==> src/rtl/pwm_capture_if.sv <==
// Result bus of the PWM capture block: measured period, high time, duty word,
// an update strobe and the stuck-line level.
interface pwm_capture_if #(
  parameter int CNT_W = 16
);
  logic [CNT_W-1:0] period;
  logic [CNT_W-1:0] high;
  logic [9:0]       duty;
  logic             valid;
  logic             stuck;

  modport master (output period, high, duty, valid, stuck);
  modport slave  (input  period, high, duty, valid, stuck);
endinterface

==> src/rtl/pwm_capture.sv <==
// PWM measurement: synchronizes pwm_in, times period and high phase between rises,
// and divides high by period into a 10-bit duty word; flags a line with no rises.
module pwm_capture #(
  parameter int CNT_W      = 16,
  parameter int TIMEOUT    = 50_000,
  parameter int MIN_PERIOD = 16
) (
  input  logic              c100MHz,
  input  logic              rst,
  input  logic              pwm_in,
  pwm_capture_if.master     res
);

  localparam logic [CNT_W-1:0] TIMEOUT_C  = CNT_W'(TIMEOUT);
  localparam logic [CNT_W-1:0] TIMEOUT_M1 = CNT_W'(TIMEOUT - 1);
  localparam logic [CNT_W-1:0] MIN_C      = CNT_W'(MIN_PERIOD);

  typedef enum logic [1:0] {ARM, RUN, DIV} state_t;

  state_t           state_q, state_d;
  logic             sync1_q, sync1_d;
  logic             sync2_q, sync2_d;
  logic             prev_q, prev_d;
  logic             rise_q, rise_d;
  logic             fall_q, fall_d;
  logic [CNT_W-1:0] cnt_q, cnt_d;
  logic [CNT_W-1:0] hi_lat_q, hi_lat_d;
  logic [CNT_W-1:0] p_cap_q, p_cap_d;
  logic [CNT_W-1:0] h_cap_q, h_cap_d;
  logic [CNT_W-1:0] rem_q, rem_d;
  logic [9:0]       quo_q, quo_d;
  logic [3:0]       iter_q, iter_d;
  logic [CNT_W-1:0] period_q, period_d;
  logic [CNT_W-1:0] high_q, high_d;
  logic [9:0]       duty_q, duty_d;
  logic             valid_q, valid_d;
  logic             stuck_q, stuck_d;

  logic [CNT_W:0]   rem_sh;
  logic [CNT_W:0]   rem_diff;
  logic             q_bit;
  logic             timeout_hit;
  logic             accept;

  always_comb begin
    sync1_d  = pwm_in;
    sync2_d  = sync1_q;
    prev_d   = sync2_q;
    // Rise and fall are both registered so they share one latency.
    rise_d   = sync2_q & ~prev_q;
    fall_d   = ~sync2_q & prev_q;

    if (rise_q)
      cnt_d = CNT_W'(1);
    else if (cnt_q != TIMEOUT_C)
      cnt_d = cnt_q + CNT_W'(1);
    else
      cnt_d = cnt_q;

    hi_lat_d = fall_q ? cnt_q : hi_lat_q;

    rem_sh      = {rem_q, 1'b0};
    rem_diff    = rem_sh - {1'b0, p_cap_q};
    q_bit       = (rem_sh >= {1'b0, p_cap_q});
    // Fires on the single cycle cnt steps onto TIMEOUT; saturation cannot retrigger it.
    timeout_hit = !rise_q && (cnt_q == TIMEOUT_M1);
    accept      = rise_q && (cnt_q >= MIN_C);

    state_d  = state_q;
    p_cap_d  = p_cap_q;
    h_cap_d  = h_cap_q;
    rem_d    = rem_q;
    quo_d    = quo_q;
    iter_d   = iter_q;
    period_d = period_q;
    high_d   = high_q;
    duty_d   = duty_q;
    valid_d  = 1'b0;
    stuck_d  = stuck_q;

    case (state_q)
      ARM: begin
        if (rise_q) state_d = RUN;
      end
      RUN: begin
        if (accept) begin
          p_cap_d = cnt_q;
          h_cap_d = hi_lat_q;
          rem_d   = hi_lat_q;
          quo_d   = '0;
          iter_d  = '0;
          state_d = DIV;
        end
      end
      DIV: begin
        rem_d  = q_bit ? rem_diff[CNT_W-1:0] : rem_sh[CNT_W-1:0];
        quo_d  = {quo_q[8:0], q_bit};
        iter_d = iter_q + 4'd1;
        if (iter_q == 4'd9) begin
          period_d = p_cap_q;
          high_d   = h_cap_q;
          duty_d   = {quo_q[8:0], q_bit};
          valid_d  = 1'b1;
          stuck_d  = 1'b0;
          state_d  = RUN;
        end
      end
      default: state_d = ARM;
    endcase

    if (timeout_hit) begin
      period_d = '0;
      high_d   = '0;
      duty_d   = sync2_q ? 10'd1023 : 10'd0;
      valid_d  = 1'b1;
      stuck_d  = 1'b1;
      state_d  = ARM;
    end
  end

  always_ff @(posedge c100MHz or negedge rst) begin
    if (!rst) begin
      state_q  <= ARM;
      sync1_q  <= 1'b0;
      sync2_q  <= 1'b0;
      prev_q   <= 1'b0;
      rise_q   <= 1'b0;
      fall_q   <= 1'b0;
      cnt_q    <= '0;
      hi_lat_q <= '0;
      p_cap_q  <= '0;
      h_cap_q  <= '0;
      rem_q    <= '0;
      quo_q    <= '0;
      iter_q   <= '0;
      period_q <= '0;
      high_q   <= '0;
      duty_q   <= '0;
      valid_q  <= 1'b0;
      stuck_q  <= 1'b0;
    end else begin
      state_q  <= state_d;
      sync1_q  <= sync1_d;
      sync2_q  <= sync2_d;
      prev_q   <= prev_d;
      rise_q   <= rise_d;
      fall_q   <= fall_d;
      cnt_q    <= cnt_d;
      hi_lat_q <= hi_lat_d;
      p_cap_q  <= p_cap_d;
      h_cap_q  <= h_cap_d;
      rem_q    <= rem_d;
      quo_q    <= quo_d;
      iter_q   <= iter_d;
      period_q <= period_d;
      high_q   <= high_d;
      duty_q   <= duty_d;
      valid_q  <= valid_d;
      stuck_q  <= stuck_d;
    end
  end

  assign res.period = period_q;
  assign res.high   = high_q;
  assign res.duty   = duty_q;
  assign res.valid  = valid_q;
  assign res.stuck  = stuck_q;

endmodule

==> src/flat_wrapper.sv <==
// flat-port wrapper written by rule: the top's interface ports become plain ports
module pwm_capture_flat 
#(
  parameter int CNT_W      = 16,
  parameter int TIMEOUT    = 50_000,
  parameter int MIN_PERIOD = 16
)
  (c100MHz, rst, pwm_in, res_period, res_high, res_duty, res_valid, res_stuck);
  pwm_capture_if #(.CNT_W(CNT_W)) res_i ();
  input  logic c100MHz;
  input  logic rst;
  input  logic pwm_in;
  output wire logic [$bits(res_i.period)-1:0] res_period;
  output wire logic [$bits(res_i.high)-1:0] res_high;
  output wire logic [$bits(res_i.duty)-1:0] res_duty;
  output wire logic [$bits(res_i.valid)-1:0] res_valid;
  output wire logic [$bits(res_i.stuck)-1:0] res_stuck;
  assign res_period = res_i.period;
  assign res_high = res_i.high;
  assign res_duty = res_i.duty;
  assign res_valid = res_i.valid;
  assign res_stuck = res_i.stuck;
  pwm_capture #(.CNT_W(CNT_W), .TIMEOUT(TIMEOUT), .MIN_PERIOD(MIN_PERIOD)) u_core (.c100MHz(c100MHz), .rst(rst), .pwm_in(pwm_in), .res(res_i));
endmodule
==> config.mk <==
export PLATFORM = sky130hd
export DESIGN_NAME = pwm_capture_flat
export DESIGN_NICKNAME = d
export VERILOG_FILES = /design/src/rtl/pwm_capture_if.sv /design/src/rtl/pwm_capture.sv /design/src/flat_wrapper.sv
export SDC_FILE = /design/constraint.sdc
export NUM_CORES = 1
export LEC_CHECK = 0
export CAP_MARGIN = 20
export CORE_ASPECT_RATIO = 1.5
export CORE_MARGIN = 4
export CORE_UTILIZATION = 45
export CTS_BUF_LIST = sky130_fd_sc_hd__clkbuf_16
export CTS_CLUSTER_DIAMETER = 50
export CTS_CLUSTER_SIZE = 24
export DETAILED_ROUTE_END_ITERATION = 10
export PLACE_DENSITY_LB_ADDON = 0.2
export SLEW_MARGIN = 20
export SYNTH_ARGS = -nofsm -noshare
export SYNTH_HDL_FRONTEND = slang
export SYNTH_SLANG_ARGS = --single-unit
export TNS_END_PERCENT = 30
==> constraint.sdc <==
create_clock -name c100MHz -period 5.6 [get_ports c100MHz]
set_clock_uncertainty 0.15 [all_clocks]
set_input_delay 1.68 -clock c100MHz [delete_from_list [all_inputs] [get_ports c100MHz]]
set_output_delay 1.68 -clock c100MHz [all_outputs]
set_load 0.02 [all_outputs]
==> flow_metrics.env, run 1 <==
export IMPL_synth_area_sq_um=6723
export IMPL_ys_types=57
export IMPL_grtUsageTotal_pct=19.61
export IMPL_sequentialPowerShare_pct=37.6
export IMPL_ir_worst_vdd_uv=158.3
export IMPL_cp_start_kind="register"
export IMPL_cp_buffers_inverters=1
export IMPL_slew_headroom_pct=45.83
export IMPL_cts_htree_levels=4
export IMPL_power_share_switching_pct=31.00
export IMPL_final_common_cell="nand2_1"
export IMPL_die_w_um=107.8
export IMPL_synthCells=710
export IMPL_final_area_sq_um=7948
export IMPL_root_buffer="clkbuf_16"
export IMPL_crit_chain="clkdlybuf4s50_1"
export IMPL_start_util_pct=46.06
export IMPL_grt_pass1_vias=5335
export IMPL_crit_slowest_cell="clkdlybuf4s50_1"
export IMPL_drv_cap=0
export IMPL_drtAntennaViolNets=0
export IMPL_drt_iter0_drc=207
export IMPL_ys_seq_area_share_pct=53.60
export IMPL_hp_class="register to register"
export IMPL_drc_errors=0
export IMPL_max_stage_delay_ps=620
export IMPL_antenna_found_initial=0
export IMPL_fmax_mhz=311.1
export IMPL_first_pass_iters=4
export IMPL_area_growth_pct=18.22
export IMPL_fin_cells=957
export IMPL_place_gp_congestion=0.9134
export IMPL_status="completed"
export IMPL_placed_area_sq_um=7355
export IMPL_synth_ff_latch_count=144
export IMPL_period_needed_ps=3214
export IMPL_vias=5160
export IMPL_setup_violations=0
export IMPL_cts_resized=0
export IMPL_wl_per_cell_um=16.18
export IMPL_cts_hold_buf=0
export IMPL_yosysWarnings=0
export IMPL_synth_avg_cell_area_sq_um=9.469
export IMPL_cts_sinks=144
export IMPL_power_density_nw_per_um2=389.8
export IMPL_die_area_sq_um=17000
export IMPL_dp_hpwl_mm=10.77
export IMPL_ys_async_sr_fraction_pct=100.0
export IMPL_grt_ovfl_total=0
export IMPL_critPathTopFamily="buffers and inverters"
export IMPL_crit_type="register to primary output"
export IMPL_grt_start_max_net_pins=71
export IMPL_leakagePower_uw=0.003683
export IMPL_worstPathMaxFanout=2
export IMPL_hold_viol=0
export IMPL_cts_setup_buffers=0
export IMPL_portBuffers=46
export IMPL_clkPwrFrac_pct=36.9
export IMPL_final_cell_mix="nand2_1 (196), dfrtp_1 (144), a21oi_1 (55), clkdlybuf4s50_1 (45), o21ai_0 (40)"
export IMPL_die_height_um=157.7
export IMPL_core_area_sq_um=14590
export IMPL_power_switching_uw=960.1
export IMPL_p_int_uw=2138
export IMPL_required_ps=3770
export IMPL_clk_latency_ps=420
export IMPL_cts_inserted_buffers=17
export IMPL_yosys_most_used_dff="dfrtp_1"
export IMPL_tns_ps=0
export IMPL_vias_per_cell=5.392
export IMPL_grt_pass1_wl_mm=26.45
export IMPL_synth_net_count=734
export IMPL_cts_tree="built"
export IMPL_placedCellCount=925
export IMPL_power_frac_comb_pct=25.5
export IMPL_drive_above_1_share_pct=8.936
export IMPL_clk_pin_slew_ps=60
export IMPL_synth_edf_count=0
export IMPL_period_share_pct=57.40
export IMPL_wirelength_mm=15.48
export IMPL_clk_path_buf_depth=2
export IMPL_crit_arrival_ps=1380
export IMPL_nets=772
export IMPL_regToRegSetupSlack_ps=2650
export IMPL_diodes=0
export IMPL_rows=54
export IMPL_slew_violations=0
export IMPL_tightest_slew_ps=799.8
export IMPL_grt_setup_unrepaired="no"
export IMPL_ios=47
export IMPL_endpoint_kind="primary output"
## through the flow
stage | util [%] | worst slack [ps] | hold slack [ps] | total power [uW]
2_1_floorplan | - | 3147 | 181.2 | 1818
3_3_place_gp | 50.39 | 2728 | 184.9 | 1951
3_5_place_dp | 50.39 | 2682 | 186.2 | 1969
4_1_cts | 54.46 | 2358 | 200.3 | 3124
5_1_grt | 54.46 | 2318 | 210.6 | 3262
6_report | 54.46 | 2386 | 199.6 | 3098
## power groups by stage
| stage | Combinational [uW] | Clock [uW] | Sequential, uW |
|---|---|---|---|
| 2_1_floorplan | 663 | 0 | 1160 |
| 3_3_place_gp | 772 | 0 | 1180 |
| 3_5_place_dp | 787 | 0 | 1180 |
| 4_1_cts | 794 | 1170 | 1160 |
| 5_1_grt | 875 | 1210 | 1170 |
| 6_report | 791 | 1140 | 1160 |
## cell families after synthesis
family          count (synthesis)  share of synthesized area (%)
fa+ha+maj                      21                          4.020
mux                            18                          2.978
xor+xnor                       24                          3.127
flops                         144                          53.60
simple gates                  297                          19.06
compound gates                146                          13.53
buf+inv                        60                          3.685
## cell type report
type | instances | area [sq um]
clock inverters | 15 | 167.7
well taps | 196 | 245.2
multi-input cells | 506 | 2887
clock buffers | 17 | 425.4
flip-flops and latches | 144 | 3603
fillers | 1317 | 6646
repair buffers | 55 | 529.3
inverters | 24 | 90.09
## state kept, by name (all words and copies together) (netlist names), 10 cells and up
name               cells
u_core.cnt_q          16
u_core.h_cap_q        16
u_core.hi_lat_q       16
u_core.p_cap_q        16
u_core.rem_q          16
u_core.res.duty       10
u_core.res.high       16
u_core.res.period     16
## metal layers
metal / vias up / track usage, % / part of all wire (%)
met3: 20 / 3.917 / 3.6
met2: 91 / 34.28 / 53
met1: 2567 / 24.10 / 42
li1: 2482 / - / -
met4: 0 / 6.799 / 1.6
met5: - / 0 / 0
## final timing paths
kind                                    start                 end  depth (start not counted)
max in group asynchronous                 rst  u_core.h_cap_q[15]                          2
max                        u_core.res.duty[8]         res_duty[8]                          1
min in group asynchronous                 rst    u_core.cnt_q[12]                          1
min reg2reg                    u_core.sync1_q       u_core.prev_d                          0
max reg2reg                 u_core.p_cap_q[1]    u_core.rem_q[14]                         10
min                            u_core.sync1_q       u_core.prev_d                          0
## synth_stat cells (all sizes together) (2+ instances only)
cell	n	area share (%)
nand2	196	11
dfrtp	144	54
a21oi	57	4.5
o21ai	42	3.1
nor2	35	2.0
clkbuf	27	1.5
inv	24	1.3
ha	20	3.7
nand3	19	1.4
xor2	18	2.3
mux2	16	2.7
a31oi	12	1.2
buf	9	0.84
a21o	6	0.67
and3	6	0.56
nand2b	6	0.67
xnor2	6	0.78
a211o	5	0.65
a21boi	5	0.56
nand4	5	0.47
nor3	5	0.37
and2	4	0.37
nor2b	4	0.37
o221a	4	0.67
and4	3	0.39
nand3b	3	0.33
nor4	3	0.28
a221o	2	0.30
mux2i	2	0.30
nor3b	2	0.22
o211ai	2	0.22
or2	2	0.19
or4	2	0.22
No activity file was read; power rests on OpenSTA's default activity.
==> run 2: changes to the inputs <==
==> constraint.sdc (replaced) <==
create_clock -name c100MHz -period 3.01 [get_ports c100MHz]
set_clock_uncertainty 0.15 [all_clocks]
set_input_delay 0.903 -clock c100MHz [delete_from_list [all_inputs] [get_ports c100MHz]]
set_output_delay 0.903 -clock c100MHz [all_outputs]
set_load 0.02 [all_outputs]
==> run 2 against run 1 <==
Net effect:
- clock-buffer cell count unchanged
- highest routed layer unchanged
- first-iteration DRC count up 38%
- power rose by 84%
- critical path type is now register to register
==> flow_metrics.env, run 2 (synthesis gave the netlist of run 1 again) <==
export IMPL_cts_resized=0
export IMPL_setup_violations=0
export IMPL_die_height_um=157.7
export IMPL_grtUsageTotal_pct=20.43
export IMPL_grt_start_max_net_pins=57
export IMPL_grt_ovfl_total=0
export IMPL_core_area_sq_um=14590
export IMPL_grt_setup_unrepaired="no"
export IMPL_antenna_found_initial=0
export IMPL_cts_setup_buffers=0
export IMPL_ios=47
export IMPL_fmax_mhz=369.4
export IMPL_clk_path_buf_depth=2
export IMPL_crit_arrival_ps=2860
export IMPL_final_cell_mix="nand2_1 (196), dfrtp_1 (144), a21oi_1 (55), clkdlybuf4s50_1 (45), o21ai_0 (40)"
export IMPL_cts_htree_levels=4
export IMPL_clk_latency_ps=420
export IMPL_tns_ps=0
export IMPL_dp_hpwl_mm=11.64
export IMPL_root_buffer="clkbuf_16"
export IMPL_hold_start="u_core.sync1_q"
export IMPL_status="completed"
export IMPL_die_area_sq_um=17000
export IMPL_cts_sinks=144
export IMPL_drt_iter0_drc=286
export IMPL_vias_per_cell=5.438
export IMPL_crit_slowest_cell="dfrtp_1"
export IMPL_crit_type="register to register"
export IMPL_max_stage_delay_ps=390
export IMPL_cts_hold_buf=0
export IMPL_portBuffers=46
export IMPL_ir_worst_vdd_uv=436.7
export IMPL_rows=54
export IMPL_period_share_pct=89.94
export IMPL_start_util_pct=46.06
export IMPL_hp_class="register to register"
export IMPL_power_density_nw_per_um2=708.6
export IMPL_crit_chain="inv_1, ha_1, nor2b_1, o211ai_1, a31oi_2, a21oi_2, o31a_4, and2_1, a221o_1"
export IMPL_wl_per_cell_um=16.89
export IMPL_cts_tree="built"
export IMPL_slew_violations=0
export IMPL_cp_start_kind="register"
export IMPL_cts_inserted_buffers=17
export IMPL_vias=5259
export IMPL_placed_area_sq_um=7455
export IMPL_grt_pass1_vias=5246
export IMPL_area_growth_pct=19.41
export IMPL_drtAntennaViolNets=0
export IMPL_wirelength_mm=16.34
export IMPL_place_gp_congestion=0.8945
export IMPL_nets=782
export IMPL_grt_pass1_wl_mm=26.95
export IMPL_clk_pin_slew_ps=60
export IMPL_final_util_pct=55.01
export IMPL_first_pass_iters=5
export IMPL_final_common_cell="nand2_1"
export IMPL_diodes=0
export IMPL_period_needed_ps=2707
export IMPL_hold_viol=0
export IMPL_die_w_um=107.8
export IMPL_drive_above_1_share_pct=10.51
export IMPL_drc_errors=0
export IMPL_nFillCells=1350
export IMPL_leakagePower_uw=0.003728
export IMPL_final_area_sq_um=8028
export IMPL_slew_headroom_pct=51.45
export IMPL_drv_cap=0
export IMPL_endpoint_kind="register"
export IMPL_required_ps=3160
export IMPL_timing_rr_start="u_core.p_cap_q[1]"
export IMPL_worstPathMaxFanout=11
export IMPL_tightest_slew_ps=728.2
export IMPL_critPathLaunch="u_core.p_cap_q[1]"
-- run 2: final cells by class --
| type | count | area, sq um | area share (%) |
|---|---|---|---|
| Sequential cell | 144 | 3603 | 44.89 |
| Multi-Input combinational cell | 506 | 2887 | 35.96 |
| Timing Repair Buffer | 65 | 629.4 | 7.840 |
| Clock buffer | 17 | 425.4 | 5.299 |
| Tap cell | 196 | 245.2 | 3.055 |
| Clock inverter | 15 | 147.6 | 1.839 |
| Inverter | 24 | 90.09 | 1.122 |
-- run 2: metrics by stage --
step / setup slack [ps] / instances / hold slack (ps) / total power [uW]
after floorplan: 557.4 / 710 / 181.2 / 3382
after global placement: 390.8 / 935 / 182.5 / 3635
after detailed placement: 304.4 / 935 / 187.1 / 3652
after CTS: 299.9 / 967 / 202.6 / 5726
after global routing: 154.8 / 967 / 213.1 / 5993
final: 302.7 / 967 / 202.1 / 5688
-- run 2: power by group --
group	internal (uW)	switching, uW	total [uW]
logic	643	833	1480
registers	2050	113	2160
clock network	1160	893	2050
total	3850	1840	5690
-- run 2: path summary, 6_finish.rpt --
kind,endpoint,depth (start not counted),slack (ps)
min in group asynchronous,u_core.cnt_q[12],1,310
max,u_core.rem_q[7],9,300
max reg2reg,u_core.rem_q[7],9,300
min reg2reg,u_core.prev_d,0,200
max in group asynchronous,u_core.hi_lat_q[0],2,1720
min,u_core.prev_d,0,200
-- run 2: metal layers --
| layer | share of wire (%) | global-route usage, % | vias to the layer above |
|---|---|---|---|
| met1 | 42 | 25.16 | 2634 |
| met4 | 2.3 | 7.040 | 0 |
| met5 | 0 | 0 | - |
| li1 | - | - | 2504 |
| met2 | 52 | 35.82 | 94 |
| met3 | 2.8 | 3.876 | 27 |
-- run 2: worst max-delay path: cells and delay by family (launching register included) --
family	cells	cell delay [ps]
flip-flops	1	390
AO/OA/AOI/OAI	5	1280
buffers and inverters	1	80
AND/OR/NAND/NOR	2	410
adder cells (fa/ha/maj)	1	290
==> run 3: changes to the inputs <==
--- a/config.mk
+++ b/config.mk
@@ -13,6 +13,7 @@
 export CTS_CLUSTER_DIAMETER = 50
 export CTS_CLUSTER_SIZE = 24
 export DETAILED_ROUTE_END_ITERATION = 10
+export HOLD_SLACK_MARGIN = 0.12
 export PLACE_DENSITY_LB_ADDON = 0.2
 export SLEW_MARGIN = 20
 export SYNTH_ARGS = -nofsm -noshare
==> results of run 3 <==
The final DEF is identical to that of run 2; final timing and power are the same.
